==> config.mk <==
export PLATFORM = sky130hd
export DESIGN_NAME = mem_access_stage
export DESIGN_NICKNAME = d
export VERILOG_FILES = /design/src/rtl/mem_access_stage.sv
export SDC_FILE = /design/constraint.sdc
export NUM_CORES = 1
export LEC_CHECK = 0
export BUFFER_PORTS_ARGS = -buffer_cell sky130_fd_sc_hd__buf_4
export CELL_PAD_IN_SITES_DETAIL_PLACEMENT = 0
export CELL_PAD_IN_SITES_GLOBAL_PLACEMENT = 1
export CORE_ASPECT_RATIO = 1.5
export CORE_MARGIN = 2
export CORE_UTILIZATION = 37
export DETAILED_ROUTE_END_ITERATION = 8
export PLACE_DENSITY = 0.8
export SLEW_MARGIN = 10
export SYNTH_ARGS = -nofsm -noshare
export SYNTH_HDL_FRONTEND = slang
export SYNTH_SLANG_ARGS = --single-unit
==> constraint.sdc <==
create_clock -name clock -period 2.7 [get_ports clock]
set_clock_uncertainty 0.15 [all_clocks]
set_input_delay 0.54 -clock clock [delete_from_list [all_inputs] [get_ports clock]]
set_output_delay 0.54 -clock clock [all_outputs]
set_load 0.05 [all_outputs]
==> src/rtl/mem_access_stage.sv <==
`default_nettype none
// ============================================================================
// Module   : mem_access_stage
// Purpose  : MEM stage of the MIPS datapath, sitting between EX/MEM and MEM/WB.
//            Performs loads/stores through a req/ack data-memory handshake and
//            stalls upstream while an access is outstanding. Steers byte/half/
//            word lanes, sign/zero extends loads, and flags misaligned or
//            timed-out accesses. Drives the MEM/WB register and PCSrc.
// Revision : 1.0 - initial release
// ----------------------------------------------------------------------------
// Ports
//   clock, reset_n        rising-edge clock, async active-low reset
//   in_valid              EX/MEM holds a valid instruction
//   stall_out             upstream must hold its inputs this cycle
//   MemRead/MemWrite/Branch, trunk_mode, zero_signal   EX/MEM control
//   alu_result, in_data, reg_dest, MemToReg_in, RegWrite_in   EX/MEM data
//   mem_req/mem_we/mem_addr/mem_wdata/mem_be   data-memory request
//   mem_ack/mem_rdata     data-memory response
//   out_valid, read_data_out, alu_result_out, reg_dest_out,
//   MemToReg_out, RegWrite_out, exc_misalign, exc_timeout   MEM/WB register
//   PCSrc                 branch taken (combinational)
// ============================================================================
module mem_access_stage #(
  parameter int ADDR_W      = 11,
  parameter int REG_W       = 5,
  parameter int TIMEOUT_CYC = 16
) (
  input  logic              clock,
  input  logic              reset_n,
  input  logic              in_valid,
  output logic              stall_out,
  input  logic              MemRead,
  input  logic              MemWrite,
  input  logic              Branch,
  input  logic [2:0]        trunk_mode,
  input  logic              zero_signal,
  input  logic [31:0]       alu_result,
  input  logic [31:0]       in_data,
  input  logic [REG_W-1:0]  reg_dest,
  input  logic              MemToReg_in,
  input  logic              RegWrite_in,
  output logic              mem_req,
  output logic              mem_we,
  output logic [ADDR_W-3:0] mem_addr,
  output logic [31:0]       mem_wdata,
  output logic [3:0]        mem_be,
  input  logic              mem_ack,
  input  logic [31:0]       mem_rdata,
  output logic              out_valid,
  output logic [31:0]       read_data_out,
  output logic [31:0]       alu_result_out,
  output logic [REG_W-1:0]  reg_dest_out,
  output logic              MemToReg_out,
  output logic              RegWrite_out,
  output logic              exc_misalign,
  output logic              exc_timeout,
  output logic              PCSrc
);

  localparam int CNT_W = $clog2(TIMEOUT_CYC + 1);

  typedef enum logic [0:0] {S_IDLE = 1'b0, S_WAIT = 1'b1} state_t;

  state_t state_q, state_d;
  logic [CNT_W-1:0]  cnt_q, cnt_d;

  // Operands captured when an access is launched
  logic [ADDR_W-1:0] addr_q, addr_d;
  logic              we_q, we_d;
  logic [31:0]       wdata_q, wdata_d;
  logic [3:0]        be_q, be_d;
  logic              half_q, half_d;
  logic              byte_q, byte_d;
  logic              sign_q, sign_d;
  logic [31:0]       alu_cap_q, alu_cap_d;
  logic [REG_W-1:0]  dest_cap_q, dest_cap_d;
  logic              m2r_cap_q, m2r_cap_d;
  logic              rw_cap_q, rw_cap_d;

  // MEM/WB register
  logic              out_valid_q, out_valid_d;
  logic [31:0]       read_data_q, read_data_d;
  logic [31:0]       alu_out_q, alu_out_d;
  logic [REG_W-1:0]  dest_out_q, dest_out_d;
  logic              m2r_out_q, m2r_out_d;
  logic              rw_out_q, rw_out_d;
  logic              mis_q, mis_d;
  logic              to_q, to_d;

  logic              is_mem, is_half, is_byte, is_sign, misaligned, stall;
  logic [3:0]        st_be;
  logic [31:0]       st_wdata, rd_shifted, load_ext;

  // Access size decode; undefined modes behave as word
  always_comb begin
    is_half = (trunk_mode == 3'b001) || (trunk_mode == 3'b010);
    is_byte = (trunk_mode == 3'b011) || (trunk_mode == 3'b100);
    is_sign = (trunk_mode == 3'b010) || (trunk_mode == 3'b100);
    is_mem  = in_valid & (MemRead | MemWrite);
    if (is_byte)      misaligned = 1'b0;
    else if (is_half) misaligned = alu_result[0];
    else              misaligned = (alu_result[1:0] != 2'b00);
  end

  // Store lane steering: data replicated across lanes, enables pick the lane
  always_comb begin
    if (is_byte) begin
      st_be    = 4'b0001 << alu_result[1:0];
      st_wdata = {4{in_data[7:0]}};
    end else if (is_half) begin
      st_be    = 4'b0011 << alu_result[1:0];
      st_wdata = {2{in_data[15:0]}};
    end else begin
      st_be    = 4'b1111;
      st_wdata = in_data;
    end
  end

  // Load lane select from the captured address, then extend
  always_comb begin
    rd_shifted = mem_rdata >> {addr_q[1:0], 3'b000};
    if (byte_q)      load_ext = sign_q ? {{24{rd_shifted[7]}}, rd_shifted[7:0]}
                                       : {24'd0, rd_shifted[7:0]};
    else if (half_q) load_ext = sign_q ? {{16{rd_shifted[15]}}, rd_shifted[15:0]}
                                       : {16'd0, rd_shifted[15:0]};
    else             load_ext = mem_rdata;
  end

  always_comb begin
    state_d     = state_q;
    cnt_d       = cnt_q;
    addr_d      = addr_q;
    we_d        = we_q;
    wdata_d     = wdata_q;
    be_d        = be_q;
    half_d      = half_q;
    byte_d      = byte_q;
    sign_d      = sign_q;
    alu_cap_d   = alu_cap_q;
    dest_cap_d  = dest_cap_q;
    m2r_cap_d   = m2r_cap_q;
    rw_cap_d    = rw_cap_q;
    out_valid_d = 1'b0;
    read_data_d = read_data_q;
    alu_out_d   = alu_out_q;
    dest_out_d  = dest_out_q;
    m2r_out_d   = 1'b0;
    rw_out_d    = 1'b0;
    mis_d       = 1'b0;
    to_d        = 1'b0;
    stall       = 1'b0;
    case (state_q)
      S_IDLE: begin
        if (is_mem && misaligned) begin
          out_valid_d = 1'b1;
          alu_out_d   = alu_result;
          dest_out_d  = reg_dest;
          mis_d       = 1'b1;
        end else if (is_mem) begin
          stall      = 1'b1;
          state_d    = S_WAIT;
          cnt_d      = '0;
          addr_d     = alu_result[ADDR_W-1:0];
          we_d       = ~MemRead;               // read wins when both set
          be_d       = MemRead ? 4'b1111 : st_be;
          wdata_d    = st_wdata;
          half_d     = is_half;
          byte_d     = is_byte;
          sign_d     = is_sign;
          alu_cap_d  = alu_result;
          dest_cap_d = reg_dest;
          m2r_cap_d  = MemToReg_in;
          rw_cap_d   = RegWrite_in;
        end else if (in_valid) begin
          out_valid_d = 1'b1;
          alu_out_d   = alu_result;
          dest_out_d  = reg_dest;
          m2r_out_d   = MemToReg_in;
          rw_out_d    = RegWrite_in;
        end
      end
      S_WAIT: begin
        cnt_d = cnt_q + CNT_W'(1);
        if (mem_ack) begin
          state_d     = S_IDLE;
          out_valid_d = 1'b1;
          alu_out_d   = alu_cap_q;
          dest_out_d  = dest_cap_q;
          m2r_out_d   = m2r_cap_q;
          rw_out_d    = rw_cap_q;
          if (!we_q) read_data_d = load_ext;
        end else if (cnt_q == CNT_W'(TIMEOUT_CYC - 1)) begin
          // Last allowed WAIT cycle without ack: abort and release upstream
          state_d     = S_IDLE;
          out_valid_d = 1'b1;
          alu_out_d   = alu_cap_q;
          dest_out_d  = dest_cap_q;
          to_d        = 1'b1;
        end else begin
          stall = 1'b1;
        end
      end
      default: state_d = S_IDLE;
    endcase
  end

  always_ff @(posedge clock or negedge reset_n) begin
    if (!reset_n) begin
      state_q     <= S_IDLE;
      cnt_q       <= '0;
      addr_q      <= '0;
      we_q        <= 1'b0;
      wdata_q     <= '0;
      be_q        <= '0;
      half_q      <= 1'b0;
      byte_q      <= 1'b0;
      sign_q      <= 1'b0;
      alu_cap_q   <= '0;
      dest_cap_q  <= '0;
      m2r_cap_q   <= 1'b0;
      rw_cap_q    <= 1'b0;
      out_valid_q <= 1'b0;
      read_data_q <= '0;
      alu_out_q   <= '0;
      dest_out_q  <= '0;
      m2r_out_q   <= 1'b0;
      rw_out_q    <= 1'b0;
      mis_q       <= 1'b0;
      to_q        <= 1'b0;
    end else begin
      state_q     <= state_d;
      cnt_q       <= cnt_d;
      addr_q      <= addr_d;
      we_q        <= we_d;
      wdata_q     <= wdata_d;
      be_q        <= be_d;
      half_q      <= half_d;
      byte_q      <= byte_d;
      sign_q      <= sign_d;
      alu_cap_q   <= alu_cap_d;
      dest_cap_q  <= dest_cap_d;
      m2r_cap_q   <= m2r_cap_d;
      rw_cap_q    <= rw_cap_d;
      out_valid_q <= out_valid_d;
      read_data_q <= read_data_d;
      alu_out_q   <= alu_out_d;
      dest_out_q  <= dest_out_d;
      m2r_out_q   <= m2r_out_d;
      rw_out_q    <= rw_out_d;
      mis_q       <= mis_d;
      to_q        <= to_d;
    end
  end

  // Stall is gated by reset so upstream is released the moment reset asserts
  assign stall_out      = stall & reset_n;
  assign mem_req        = (state_q == S_WAIT);
  assign mem_we         = we_q & (state_q == S_WAIT);
  assign mem_addr       = addr_q[ADDR_W-1:2];
  assign mem_wdata      = wdata_q;
  assign mem_be         = be_q;
  assign out_valid      = out_valid_q;
  assign read_data_out  = read_data_q;
  assign alu_result_out = alu_out_q;
  assign reg_dest_out   = dest_out_q;
  assign MemToReg_out   = m2r_out_q;
  assign RegWrite_out   = rw_out_q;
  assign exc_misalign   = mis_q;
  assign exc_timeout    = to_q;
  assign PCSrc          = in_valid & Branch & zero_signal & (state_q == S_IDLE);

endmodule
`default_nettype wire
Word level (Yosys, flattened, before mapping)
Index checks and enable logic that the tools add are counted.
W data, S select, Z words.
Word-level totals
  flip-flop bits (word level): 170
  bits of input ports: 114
  output and inout bits: 123
  word-level logic and storage cells: 106
Cells by class
  add/subtract/negate cells: 1
  eq/ne operators: 10
  shifts and indexed selects: 3
  multiplexer cells: 51
  bitwise operators: 11
  reductions and logical operators: 9
Operators by type and width (count)
  $mux W32: 11
  $pmux W32 S2: 1
  $mux W5: 7
  $shr A32 B5 Y16: 1
  $mux W1: 23
  $pmux W5 S2: 2
  $mux W4: 3
  $reduce_and A3 Y1: 3
  $pmux W1 S2: 4
  $and A1 B1 Y1: 6
  $eq A3 B2 Y1 const B: 2
  $ne A3 B3 Y1 const B: 2
  $add A5 B1 Y5 const B: 1
  $eq A5 B4 Y1 const B: 1
  $ne A2 B2 Y1 const B: 2
  $not A1 Y1: 4
  $shl A1 B2 Y4 const A: 1
  $shl A2 B2 Y4 const A: 1
  $eq A3 B1 Y1 const B: 1
  $eq A3 B3 Y1 const B: 1
  $logic_or A1 B1 Y1: 3
  $ne A3 B2 Y1 const B: 1
  $reduce_and A2 Y1: 1
  $reduce_bool A2 Y1: 1
  2 further kinds: 2

Logic depth before layout (Yosys ltp)
  word-level depth: 8
  mapped depth: 9
  depth with buffers taken out: 7

Worst setup path after synthesis
OpenSTA, ideal clock, no wires.
  path type: input-to-output
  start: in alu_result[1]
  end: out stall_out
  arrival time: 2.725 ns
  data required time: 2.010 ns
  path slack: -0.715 ns
  stages on the path: 9
  path buffers: 3
  cells stage by stage: inv_1 > ha_1 > nand2b_1 > a32o_1 > or4_1 > clkbuf_1 > buf_6 > buf_2 > a21boi_1
Between the ends
  word-level cells in the longest chain between the ends: 7
RTL lines
  start: declaration: RTL line 37  | input logic [31:0] alu_result,
  $reduce_bool A2 Y1: RTL line 102  | else misaligned = (alu_result[1:0] != 2'b00);
  $mux W1: RTL line 101  | else if (is_half) misaligned = alu_result[0];
  $mux W1: RTL line 100  | if (is_byte) misaligned = 1'b0;
  $logic_and A1 B1 Y1: RTL line 154  | if (is_mem && misaligned) begin
  $mux W1: RTL line 154
  $pmux W1 S2: RTL line 152  | case (state_q)
  $and A1 B1 Y1: RTL line 256  | assign stall_out = stall & reset_n;
  end: declaration: RTL line 31  | output logic stall_out,
No other way between the ends.

Worst setup path after layout
  start: in alu_result[0]
  end: out stall_out
Between the ends
  word-level cells in the longest chain between the ends: 7
RTL lines (RTL line)
  $reduce_bool A2 Y1: 102
  $mux W1 *: 101
  $mux W1 *: 100
  $logic_and A1 B1 Y1 *: 154
  $mux W1 *: 154
  $pmux W1 S2 *: 152
  $and A1 B1 Y1 *: 256
Every way passes the cells marked *; elsewhere a longest branch is shown, timed or not.

==> reports/metrics.csv <==
stage,metric,value,unit
status,status,finished clean,
clock_tree,CTS tree,yes,
detailed_routing,DRT antenna net count,0,
sta,min Tclk post-route,2.660,ns
layout,# diodes,0,
clock_tree,worst skew pair latency,0.42,ns
die,Initial Util,37.86,%
synth,Gate Count Post-Synth,695,
hold_path,Tightest Hold Check Type,input port to flop,
global_route,antenna violations before repair,0,
setup_path,cells along the critical path,buf_8 > inv_4 > ha_4 > nand2b_1 > a32o_2 > or4_4 > a21boi_4 > buf_8,
synth,Yosys top cell area share,48.20,%
sta,Fmax achieved,375.9,MHz
setup_path,CP startpoint kind,input port,
setup_path,cell family with most CP delay,simple AND/OR/NAND/NOR gates,
synth,warning count from the yosys run,0,
synth,"Avg Cell Area, Syn",11.88,sq um
setup_path,most frequent CP cell,buf_8,
die,IO Pins,237,
sta,RSZ-0062 raised after global routing,true,
detailed_routing,Via density,5.181,
die,die width,126.0,microns
detailed_routing,WL/cell,18.59,microns
setup_path,Worst setup EP type,primary output,
setup_path,"Slowest-stage cell, CP",or4_4,
synth,Post-synth ARST share,100.0,%
synth,Yosys reg bits,159,
synth,Netlist cell types,50,
detailed_routing,via count,6274,
global_route,grt ovf,0,
setup_path,Buf/Inv on CP,3,
layout,final instance area,0.01096,sq mm
clock_tree,Sink Count,159,
synth,Mapped Nets,815,
clock_tree,CTS Root Cell,clkbuf_16,
layout,final core utilization,50.29,%
setup_path,CP max stage delay,0.46,ns
place,# port buffers,236,
place,Routability Congestion,0.7972,
global_route,largest net degree at the start of global routing,69,
detailed_routing,overall routed net length,22510,microns
power,Max IR drop VDD,0.0006319,V
synth,Post-Syn Area,0.008254,sq mm
sta,Worst-Margin Slew,0.8734,ns
clock_tree,CTS H-tree lvls,4,
sta,Slew HR,41.78,%
clock_tree,clk slew on worst S/H paths,0.07,ns
sta,crit share post-route,98.53,%
sta,final setup TNS,0,ns
place,detailed-placement wirelength estimate,16390,microns
power,Leak Pwr,5.250,nW
place,DP Worst Slack,-0.02104,ns
synth,"Primary FF master, synth",dfrtp_1,
setup_path,"Req. time, crit path",2.01,ns
setup_path,CP arrival,1.97,ns
power,Pwr Density,1095,mW/mm^2
die,row count,66,
die,Die Y-Extent,186.9,microns
global_route,global-route wire length before repair,35550,microns
clock_tree,Num CTS Buffers,17,
sta,Setup Viol. Count Final,0,
setup_path,Crit Path Class,input port to primary output,
layout,"commonest cells after routing, fill and taps aside","buf_4, dfrtp_1, mux2_2",
sta,fin. max-slew vios,0,
layout,# nets final,1046,
sta,Hold Fails Final Rpt,0,
synth,sequential-to-total area share from yosys stat,48.20,%
synth,"area leader, netlist",dfrtp_1,
global_route,GRT Util Overall,19.21,%
die,core area,0.02180,sq mm
die,die area,0.02354,sq mm
synth,number of synthesized flops with an enable pin,0,
synth,main area contributors after synthesis,"dfrtp_1, mux2_2, mux2_4",
setup_path,CP max FO,4,
detailed_routing,router iterations before antenna repair,4,
layout,layout cells sized above 1,46.65,%
place,DP Area,0.01035,sq mm
flow_run,Max-cap violations,0,
layout,"commonest non-fill, non-tap cell in the layout",buf_4,
detailed_routing,DRC,0,
layout,synth-to-layout area growth,32.82,%
global_route,vias in the first global route,6336,
sta,final setup margin,0.03969,ns
clock_tree,Max clock buf depth,2,
detailed_routing,1st-iter DRT viols,280,
==> report_power, final <==
| part | switching, mW | internal, mW |
|---|---|---|
| Combinational | 3.74 | 2.09 |
| Clock | 1.04 | 1.31 |
| Sequential | 0.558 | 3.26 |
==> worst paths after layout <==
kind / startpoint / to / slack, ns / cells past startpoint
worst max-delay path: alu_result[0] / stall_out / 0.04 / 8
worst min-delay path: reg_dest[0] / dest_cap_q[0] / 0.18 / 2
worst max register to register: cnt_q[0] / alu_result_out[25] / 0.25 / 8
worst min register to register: alu_cap_q[21] / alu_cap_q[21] / 0.34 / 1
max in group asynchronous: reset_n / mem_req / 0.91 / 3
min in group asynchronous: reset_n / mem_wdata[16] / 0.36 / 2
==> synthesized netlist by cell type, types with 3 or more instances <==
library cell / n
mux2_2: 78
buf_6: 6
mux2i_1: 28
nor2b_1: 20
nand2_1: 28
nor3b_1: 10
ha_1: 6
a21oi_1: 20
buf_2: 8
a221oi_1: 7
and2_1: 3
a211oi_1: 10
inv_1: 16
o21a_1: 10
clkbuf_1: 29
o21bai_1: 3
nand3_1: 36
nor2_1: 26
nand3b_1: 3
o221ai_1: 8
a22oi_1: 7
buf_4: 11
o22ai_1: 8
a31oi_1: 3
o32ai_1: 3
xnor2_1: 3
nor3_1: 3
o21ai_0: 30
dfrtp_1: 159
a21o_1: 9
mux2_1: 33
mux2_4: 44
nand2b_1: 5
==> worst reg2reg max path, stage by stage, from the launching register on <==
cell	delay (ns)
dfrtp_1	0.38
ha_1	0.21
and3_1	0.19
ha_2	0.19
o21ai_0	0.21
nand2_1	0.08
o31a_2	0.35
buf_12	0.19
mux2_1	0.38
==> per-layer routing <==
| metal | part of all wire (%) | global-route usage, % | vias up |
|---|---|---|---|
| li1 | - | - | 2963 |
| met1 | 40 | 22.45 | 3100 |
| met2 | 53 | 33.73 | 170 |
| met3 | 3.8 | 4.033 | 41 |
| met4 | 3.5 | 8.411 | 0 |
| met5 | 0 | 0 | - |
==> sequential cells by signal, summed over array words and instances (netlist names), 4 cells and up <==
name            count
alu_result_out     32
mem_wdata          32
read_data_out      32
alu_cap_q          22
addr_q             10
cnt_q               5
dest_cap_q          5
reg_dest_out        5
mem_be              4
==> logic make-up (layout without fill, tap and decap cells) <==
family,after synthesis,in the layout,synth area share (%)
buf+inv,72,316,4.441
xor+xnor,3,3,0.3184
flops,159,159,48.20
mux,184,184,26.82
compound gates,124,124,9.974
simple gates,147,147,9.338
fa+ha+maj,6,6,0.9095
==> repair_timing <==
| action | 4_1_cts | 5_1_grt |
|---|---|---|
| setup buffers | 1 | 0 |
| hold endpoints to repair | 7 | 0 |
| hold buffers | 1 | 0 |
| gates resized for setup | 1 | 7 |
| setup endpoints to repair | 1 | 1 |
==> through the flow <==
| step | power, mW | cells | hold slack [ns] |
|---|---|---|---|
| floorplan | 7.889 | 695 | 0.09441 |
| global placement | 9.649 | 1177 | 0.2085 |
| detailed placement | 9.723 | 1177 | 0.2102 |
| CTS | 12.14 | 1211 | 0.1531 |
| global route | 12.57 | 1211 | 0.1568 |
| finish | 12.00 | 1211 | 0.1766 |
==> area by class of cell <==
| type | instances | area, sq um |
|---|---|---|
| Inverter | 16 | 67.56 |
| Sequential cell | 159 | 3980 |
| Clock buffer | 19 | 442.9 |
| Tap cell | 272 | 340.3 |
| Timing Repair Buffer | 268 | 2049 |
| Clock inverter | 13 | 130.1 |
| Multi-Input combinational cell | 464 | 3953 |
| Fill cell | 2019 | 10840 |
(Power assumes the default switching activity.)
